**src/rtl/bp_pkg.sv**
```systemverilog
// Shared definitions for the parametrised branch predictor: legal parameter
// ranges and the saturating-counter arithmetic used by every table entry.
package bp_pkg;

    localparam int ID_W_MIN  = 1;
    localparam int ID_W_MAX  = 16;
    localparam int CTR_W_MIN = 1;
    localparam int CTR_W_MAX = 4;
    localparam int CNT_W_MIN = 1;

    // Largest value a w-bit counter can hold.
    function automatic logic [CTR_W_MAX-1:0] CTR_MAX(input int w);
        return CTR_W_MAX'((1 << w) - 1);
    endfunction

    // Weakly not-taken: one below the taken threshold (0 for a one-bit counter).
    function automatic logic [CTR_W_MAX-1:0] CTR_INIT(input int w);
        return CTR_W_MAX'((1 << (w - 1)) - 1);
    endfunction

    function automatic logic [CTR_W_MAX-1:0] sat_inc(input logic [CTR_W_MAX-1:0] v, input int w);
        return (v >= CTR_MAX(w)) ? v : v + CTR_W_MAX'(1);
    endfunction

    function automatic logic [CTR_W_MAX-1:0] sat_dec(input logic [CTR_W_MAX-1:0] v);
        return (v == '0) ? v : v - CTR_W_MAX'(1);
    endfunction

    function automatic bit params_ok(input int id_w, input int ctr_w, input int hist_w, input int cnt_w);
        return (id_w >= ID_W_MIN) && (id_w <= ID_W_MAX) &&
               (ctr_w >= CTR_W_MIN) && (ctr_w <= CTR_W_MAX) &&
               (hist_w >= 0) && (hist_w <= id_w) &&
               (cnt_w >= CNT_W_MIN);
    endfunction

endpackage

```
**src/rtl/bp_sat_counter.sv**
```systemverilog
// One prediction table entry: an up/down counter that sticks at both ends.
module bp_sat_counter
    import bp_pkg::*;
#(
    parameter int               CTR_W = 2,
    parameter logic [CTR_W-1:0] INIT  = '0
) (
    input  logic             clk,
    input  logic             rst_n,
    input  logic             en_i,
    input  logic             up_i,
    output logic [CTR_W-1:0] ctr_o
);

    logic [CTR_W-1:0] ctr_q;
    logic [CTR_W-1:0] ctr_d;

    // Next value: step toward the resolved direction, clamped at 0 and max.
    always_comb begin
        ctr_d = ctr_q;
        if (en_i) begin
            if (up_i) ctr_d = CTR_W'(sat_inc(CTR_W_MAX'(ctr_q), CTR_W));
            else      ctr_d = CTR_W'(sat_dec(CTR_W_MAX'(ctr_q)));
        end
    end

    // Counter register; reset restores the weakly-not-taken start value.
    always_ff @(posedge clk or negedge rst_n) begin
        if (!rst_n) ctr_q <= INIT;
        else        ctr_q <= ctr_d;
    end

    assign ctr_o = ctr_q;

endmodule

```
**src/rtl/param_branch_predictor.sv**
```systemverilog
// Dynamic branch predictor: 2^ID_W saturating counters indexed by branchID,
// optionally XORed with a global outcome history, plus miss/branch statistics.
module param_branch_predictor
    import bp_pkg::*;
#(
    parameter int ID_W   = 3,
    parameter int CTR_W  = 2,
    parameter int HIST_W = 0,
    parameter int CNT_W  = 16
) (
    input  logic             clk,
    input  logic             reset,
    input  logic             valid,
    input  logic [ID_W-1:0]  branchID,
    input  logic             outcome,
    input  logic             clear_stats,
    output logic             predict,
    output logic             miss,
    output logic [CNT_W-1:0] miss_count,
    output logic [CNT_W-1:0] branch_count
);

    localparam int DEPTH = 1 << ID_W;

    if (!params_ok(ID_W, CTR_W, HIST_W, CNT_W)) begin : g_bad_params
        $error("param_branch_predictor: illegal ID_W/CTR_W/HIST_W/CNT_W combination");
    end

    logic [ID_W-1:0]  idx;
    logic [CTR_W-1:0] ctr_val [DEPTH];
    logic [CTR_W-1:0] ctr_sel;
    logic [CNT_W-1:0] miss_count_q, miss_count_d;
    logic [CNT_W-1:0] branch_count_q, branch_count_d;

    if (HIST_W == 0) begin : g_bimodal
        assign idx = branchID;
    end else begin : g_gshare
        logic [HIST_W-1:0] ghr_q;
        logic [HIST_W-1:0] ghr_d;

        // Shift the resolved direction into the history on every real branch.
        always_comb begin
            ghr_d = ghr_q;
            if (valid) ghr_d = HIST_W'({ghr_q, outcome});
        end

        // History register.
        always_ff @(posedge clk or negedge reset) begin
            if (!reset) ghr_q <= '0;
            else        ghr_q <= ghr_d;
        end

        assign idx = branchID ^ ID_W'(ghr_q);
    end

    for (genvar i = 0; i < DEPTH; i++) begin : g_table
        bp_sat_counter #(
            .CTR_W (CTR_W),
            .INIT  (CTR_W'(CTR_INIT(CTR_W)))
        ) u_ctr (
            .clk   (clk),
            .rst_n (reset),
            .en_i  (valid && (idx == ID_W'(i))),
            .up_i  (outcome),
            .ctr_o (ctr_val[i])
        );
    end

    assign ctr_sel = ctr_val[idx];
    assign predict = ctr_sel[CTR_W-1];
    assign miss    = valid & (predict != outcome);

    // Statistics next-state: clear wins over counting; both counters stick at all-ones.
    always_comb begin
        miss_count_d   = miss_count_q;
        branch_count_d = branch_count_q;
        if (clear_stats) begin
            miss_count_d   = '0;
            branch_count_d = '0;
        end else if (valid) begin
            if (branch_count_q != '1)     branch_count_d = branch_count_q + CNT_W'(1);
            if (miss && miss_count_q != '1) miss_count_d = miss_count_q + CNT_W'(1);
        end
    end

    // Statistics registers.
    always_ff @(posedge clk or negedge reset) begin
        if (!reset) begin
            miss_count_q   <= '0;
            branch_count_q <= '0;
        end else begin
            miss_count_q   <= miss_count_d;
            branch_count_q <= branch_count_d;
        end
    end

    assign miss_count   = miss_count_q;
    assign branch_count = branch_count_q;

endmodule

```
**config.mk**
```make
export PLATFORM = sky130hd
export DESIGN_NAME = param_branch_predictor
export DESIGN_NICKNAME = d
export VERILOG_FILES = /design/src/rtl/bp_pkg.sv /design/src/rtl/bp_sat_counter.sv /design/src/rtl/param_branch_predictor.sv
export SDC_FILE = /design/constraint.sdc
export NUM_CORES = 1
export LEC_CHECK = 0
export CORE_ASPECT_RATIO = 0.9
export CORE_UTILIZATION = 53
export CTS_CLUSTER_DIAMETER = 120
export DETAILED_ROUTE_END_ITERATION = 10
export PLACE_DENSITY = 0.79
export SYNTH_ARGS = -nofsm -noshare
export SYNTH_HDL_FRONTEND = slang
export SYNTH_SLANG_ARGS = --single-unit
```
**constraint.sdc**
```tcl
create_clock -name clk -period 2.8 [get_ports clk]
set_input_delay 0.42 -clock clk [delete_from_list [all_inputs] [get_ports clk]]
set_output_delay 0.42 -clock clk [all_outputs]
set_load 0.005 [all_outputs]
```
Word-level counts from Yosys, hierarchy flattened
Cells that the tools add are included.

word-level totals
  register bits = 48
  input port bits = 8

operators by class
  add/subtract/negate cells = 18
  magnitude comparators = 9
  equality and inequality tests = 26
  multiplexer cells = 33
  bitwise logic cells = 2
  reductions and logical operators = 31

operator list
  cell                   count
  $mux 16                6
  $mux 2                 26
  $add 16x1->16 const B  2
  $ne 16x16->1 const B   2
  $ne 2x2->1 const B     16
  $reduce_and 3->1       8
  $add 2x1->2 const B    8
  $ge 2x2->1 const B     8
  $logic_not 2->1        8
  $sub 2x1->2 const B    8
  $eq 3x3->1 const B     4
  $logic_and 1x1->1      9
  $bmux 2 s3             1
  $eq 3x2->1 const B     2
  $reduce_bool 2->1      3
  $ge 4x4->1 const B     1
  $not 3->4              1
  $reduce_and 2->1       2
  $eq 3x1->1 const B     1
  $logic_not 3->1        1
  $and 1x1->1            1
  $ne 1x1->1             1

Longest topological paths before layout
  depth after elaboration = 10
  mapped depth = 8

By module
A second synthesis with hierarchy kept.

unflattened totals
  cell total of the unflattened synthesis = 281
  area total of the unflattened synthesis = 2767.7 µm²

modules (own cells, without submodules)
  module                  instances  cells each  area each (µm²)  sequential area each (µm²)
  param_branch_predictor  1          217         1996.9           800.8
  bp_sat_counter          8          8           96.3             51.3

Worst setup path after synthesis
Ideal clock, no wire load.

  kind = input port to flip-flop
  start point = in branchID[0]
  end point = reg miss_count_q[15] (netlist: miss_count[15])
  data arrival time = 2.161 ns
  slack = 0.511 ns
  stages on the path = 7
  cells stage by stage = buf_6 -> mux4_2 -> mux2i_4 -> xnor2_2 -> nor4_4 -> and2b_1 -> mux2_1

between the ends
  cells in the longest elaborated chain, start to end = 9

ends and longest elaborated chain
  element                                    RTL line                      RTL
  start: declaration                         param_branch_predictor.sv:14  input logic [ID_W-1:0] branchID,
  $not 3->4 (not written as such)            param_branch_predictor.sv:69  assign ctr_sel = ctr_val[idx];
  $bmux 2 s3                                 param_branch_predictor.sv:69
  $mux 2 (not written as such) (2 in a row)  param_branch_predictor.sv:69
  $ne 1x1->1                                 param_branch_predictor.sv:71  assign miss = valid & (predict != outcome);
  $and 1x1->1                                param_branch_predictor.sv:71
  $logic_and 1x1->1                          param_branch_predictor.sv:82  if (miss && miss_count_q != '1) miss_count_d = miss_count_q + CNT_W'(1);
  $reduce_bool 2->1 (no line)                -
  $reduce_and 2->1 (no line)                 -
  end signal: assignment                     param_branch_predictor.sv:92  miss_count_q <= miss_count_d;
  end: declaration                           param_branch_predictor.sv:32  logic [CNT_W-1:0] miss_count_q, miss_count_d;

Every way passes these cells. The select of a mux whose other input is x is not followed.
A chain may end at the register's enable or synchronous reset.

Final worst setup path
  start point = reg g_table[7].u_ctr.ctr_q[1]
  end point = out miss

between the ends
  cells in the longest elaborated chain, start to end = 5

ends and longest elaborated chain
  element                                    RTL line                      RTL
  start: declaration                         bp_sat_counter.sv:15          logic [CTR_W-1:0] ctr_q;
  start signal: assignment                   bp_sat_counter.sv:30          else ctr_q <= ctr_d;
  $bmux 2 s3                                 param_branch_predictor.sv:69
  $mux 2 (not written as such) (2 in a row)  param_branch_predictor.sv:69
  $ne 1x1->1                                 param_branch_predictor.sv:71
  $and 1x1->1                                param_branch_predictor.sv:71
  end: declaration                           param_branch_predictor.sv:18  output logic miss,

Every way passes these cells. The select of a mux whose other input is x is not followed.

==> results.toml <==
[synth]
synth_fp_nets = 295
synth_area_mm2 = 0.00261
synth_edf_count = 0
synthMuxAreaShare = 0.0378
ys_ff_latch = 48
yosys.area_share.simple = 0.245
synth_area_per_cell_um2 = 9.17
synth_top_family_by_area = "simple AND/OR/NAND/NOR gates"
ys_seq_area_frac = 0.463
synth_warnings = 0
synthXorXnorAreaFrac = 0.0900
synth-compound-area-share = 0.118
async_reset_ff_frac = 1.00
synth_ff_type = "dfrtp_1"
synth_fa_ha_area_frac = 0.00957
synth_cell_types = 42
syn_inst = 285

[global_routing]
grt_pass1_vias = 2040
grt_overflow = 0
antenna_found_initial = 0
grt_pass1_wl_um = 9390
grt_max_degree = 48
track_usage = 0.230

[setup_path]
ff2ff_path_depth = 7
arrival_ns = 2.15
r2r_end = "miss_count[14]"
crit_type = "flop to output pin"
required_ns = 2.38
r2r_start = "miss_count[0]"
r2r_setup_slack_ns = 0.47
worstSetupStartpointType = "flop"
crit_start = "g_table[7].u_ctr.ctr_o[1]"
cp-end-kind = "output pin"
crit_fanout = 5

[clock_tree]
cts_buffer_depth = 2
cts_tree = "yes"
clk_pin_slew_ns = 0.09
htree_levels = 2
root_buffer = "clkbuf_8"
numClockSinks = 48
holdBufCountCts = 0
cts_made_buffers = 5
worstSkewPairLatency_ns = 0.30

[detailed_routing]
dr.pass1.iters = 4
drc = 0
wire_per_inst_um = 13.9
ant_nets = 0
viasPerCell = 5.69
drtIter0Drc = 125
wl_um = 5550
vias = 2274

[outcome]
status = "finished, final reports clean"

[pwr]
irDropWorstVdd_uv = 266
power_density_mw_per_mm2 = 414
p_leak_uw = 0.00128
finalPower_uw = 1340

[timing]
drv_slew = 0
fmax_mhz = 390
tightest_slew_ns = 1.03
tns_ns = 0
min_period_ns = 2.57
setup_slack_ns = 0.235
finClkSkew_ns = 0.00859
setup_viol = 0
rsz0062_at_grt = "false"
relSlewSlack = 0.310
period_share = 0.916
hold_viol = 0

[floorplanning]
die_h_um = 68.6
start_util = 0.568
core_mm2 = 0.00460
io_pins = 42
die_w_um = 76.0
dieArea_mm2 = 0.00522
rows = 23

[finish]
layout_common_cells = "43 x nor2_1, 40 x dfrtp_1, 38 x clkdlybuf4s50_1"
final_net_count = 347
drive_above_1_share = 0.115
diodes = 0
fin_area_mm2 = 0.00324
fillCellCount = 363
layout.cells.non_filler = 400
syn2layout_area_growth_pct = 23.9
layout_commonest_cell = "nor2_1"

[placement]
place_area_mm2 = 0.00314
pre_cts_slack_ns = -0.0553
port_buffers = 41
dp.cells = 391
place.gp.congestion = 0.881
dpl.hpwl_um = 4010

[job]
maxCapViolations = 0

[min_path]
worstHoldPathType = "input port to async pin"
## routing by layer
metal  global-route usage  share of wire
met1                0.309           0.47
met2                0.386           0.47
met3               0.0421          0.048
met4               0.0769          0.013
met5                    0              0
## logic make-up (layout without fill, tap and decap cells)
family                     Yosys count  in the layout
AOI/OAI and AO/OA                   54             54
and+or+nand+nor                    128            128
muxes                                6              6
DFF                                 48             48
adders and majority gates            2              2
xor gates and xnor gates            26             26
buffers and inverters               21             74
## Yosys cell counts, types with 3 or more instances
library cell | number | share of area
a21oi_1 | 17 | 0.033
and3_1 | 4 | 0.0096
and4_1 | 3 | 0.010
clkbuf_1 | 7 | 0.010
dfrtp_1 | 40 | 0.38
dfstp_2 | 8 | 0.080
inv_1 | 9 | 0.013
nand2_1 | 22 | 0.032
nand3_1 | 17 | 0.033
nand4_1 | 9 | 0.022
nor2_1 | 43 | 0.062
nor3_1 | 7 | 0.013
nor3b_1 | 4 | 0.011
nor4_1 | 4 | 0.0096
o21ai_0 | 27 | 0.052
or2_2 | 3 | 0.0072
or3_1 | 3 | 0.0072
xnor2_1 | 14 | 0.047
xor2_1 | 11 | 0.037
## worst max-delay path, cell delays in order (launching register included)
cell and delay [ns]:
dfrtp_1 0.42, mux4_2 0.52, mux2i_4 0.19, xnor2_2 0.10
nor2_1 0.11, clkdlybuf4s50_1 0.51
## cell type report
cell class	instances	area [µm²]	area share
clock buffers	8	90.1	0.0278
inverters	10	37.5	0.0116
multi-input cells	216	1310	0.404
flip-flops and latches	48	1210	0.374
well taps	62	77.6	0.0239
repair buffers	56	515	0.159
## timing repair
| item | 4_1_cts | 5_1_grt |
|---|---|---|
| hold endpoints to repair | 0 | 0 |
| setup buffers | 1 | 0 |
| resized for setup | 2 | 0 |
| setup endpoints to repair | 1 | 0 |
## power breakdown
group	leakage, µW	switching [µW]	total (µW)	internal, µW
registers	0.000605	23.5	753	730
logic	0.000632	88.6	160	71.4
clock network	0.0000455	227	429	202
## flip-flops by register name (all words and copies together), names as in the netlist
name / flops
miss_count: 16
g_table.u_ctr.ctr_o: 16
branch_count: 16
## worst max-delay path by stage
stage	end	slack (ns)	depth (start not counted)
after floorplan	miss_count[15]	0.51	7
after global placement	miss	-0.03	6
after detailed placement	miss_count[15]	-0.06	8
after CTS	miss	0.21	5
after global routing	miss	0.16	5
final	miss	0.23	5
## metrics by stage
step            util  hold WS (ns)
2_1_floorplan      -         0.124
3_3_place_gp   0.683         0.500
3_5_place_dp   0.683         0.501
4_1_cts        0.704         0.335
5_1_grt        0.704         0.386
6_report       0.704         0.295
No activity file was read; power rests on OpenSTA's default activity.
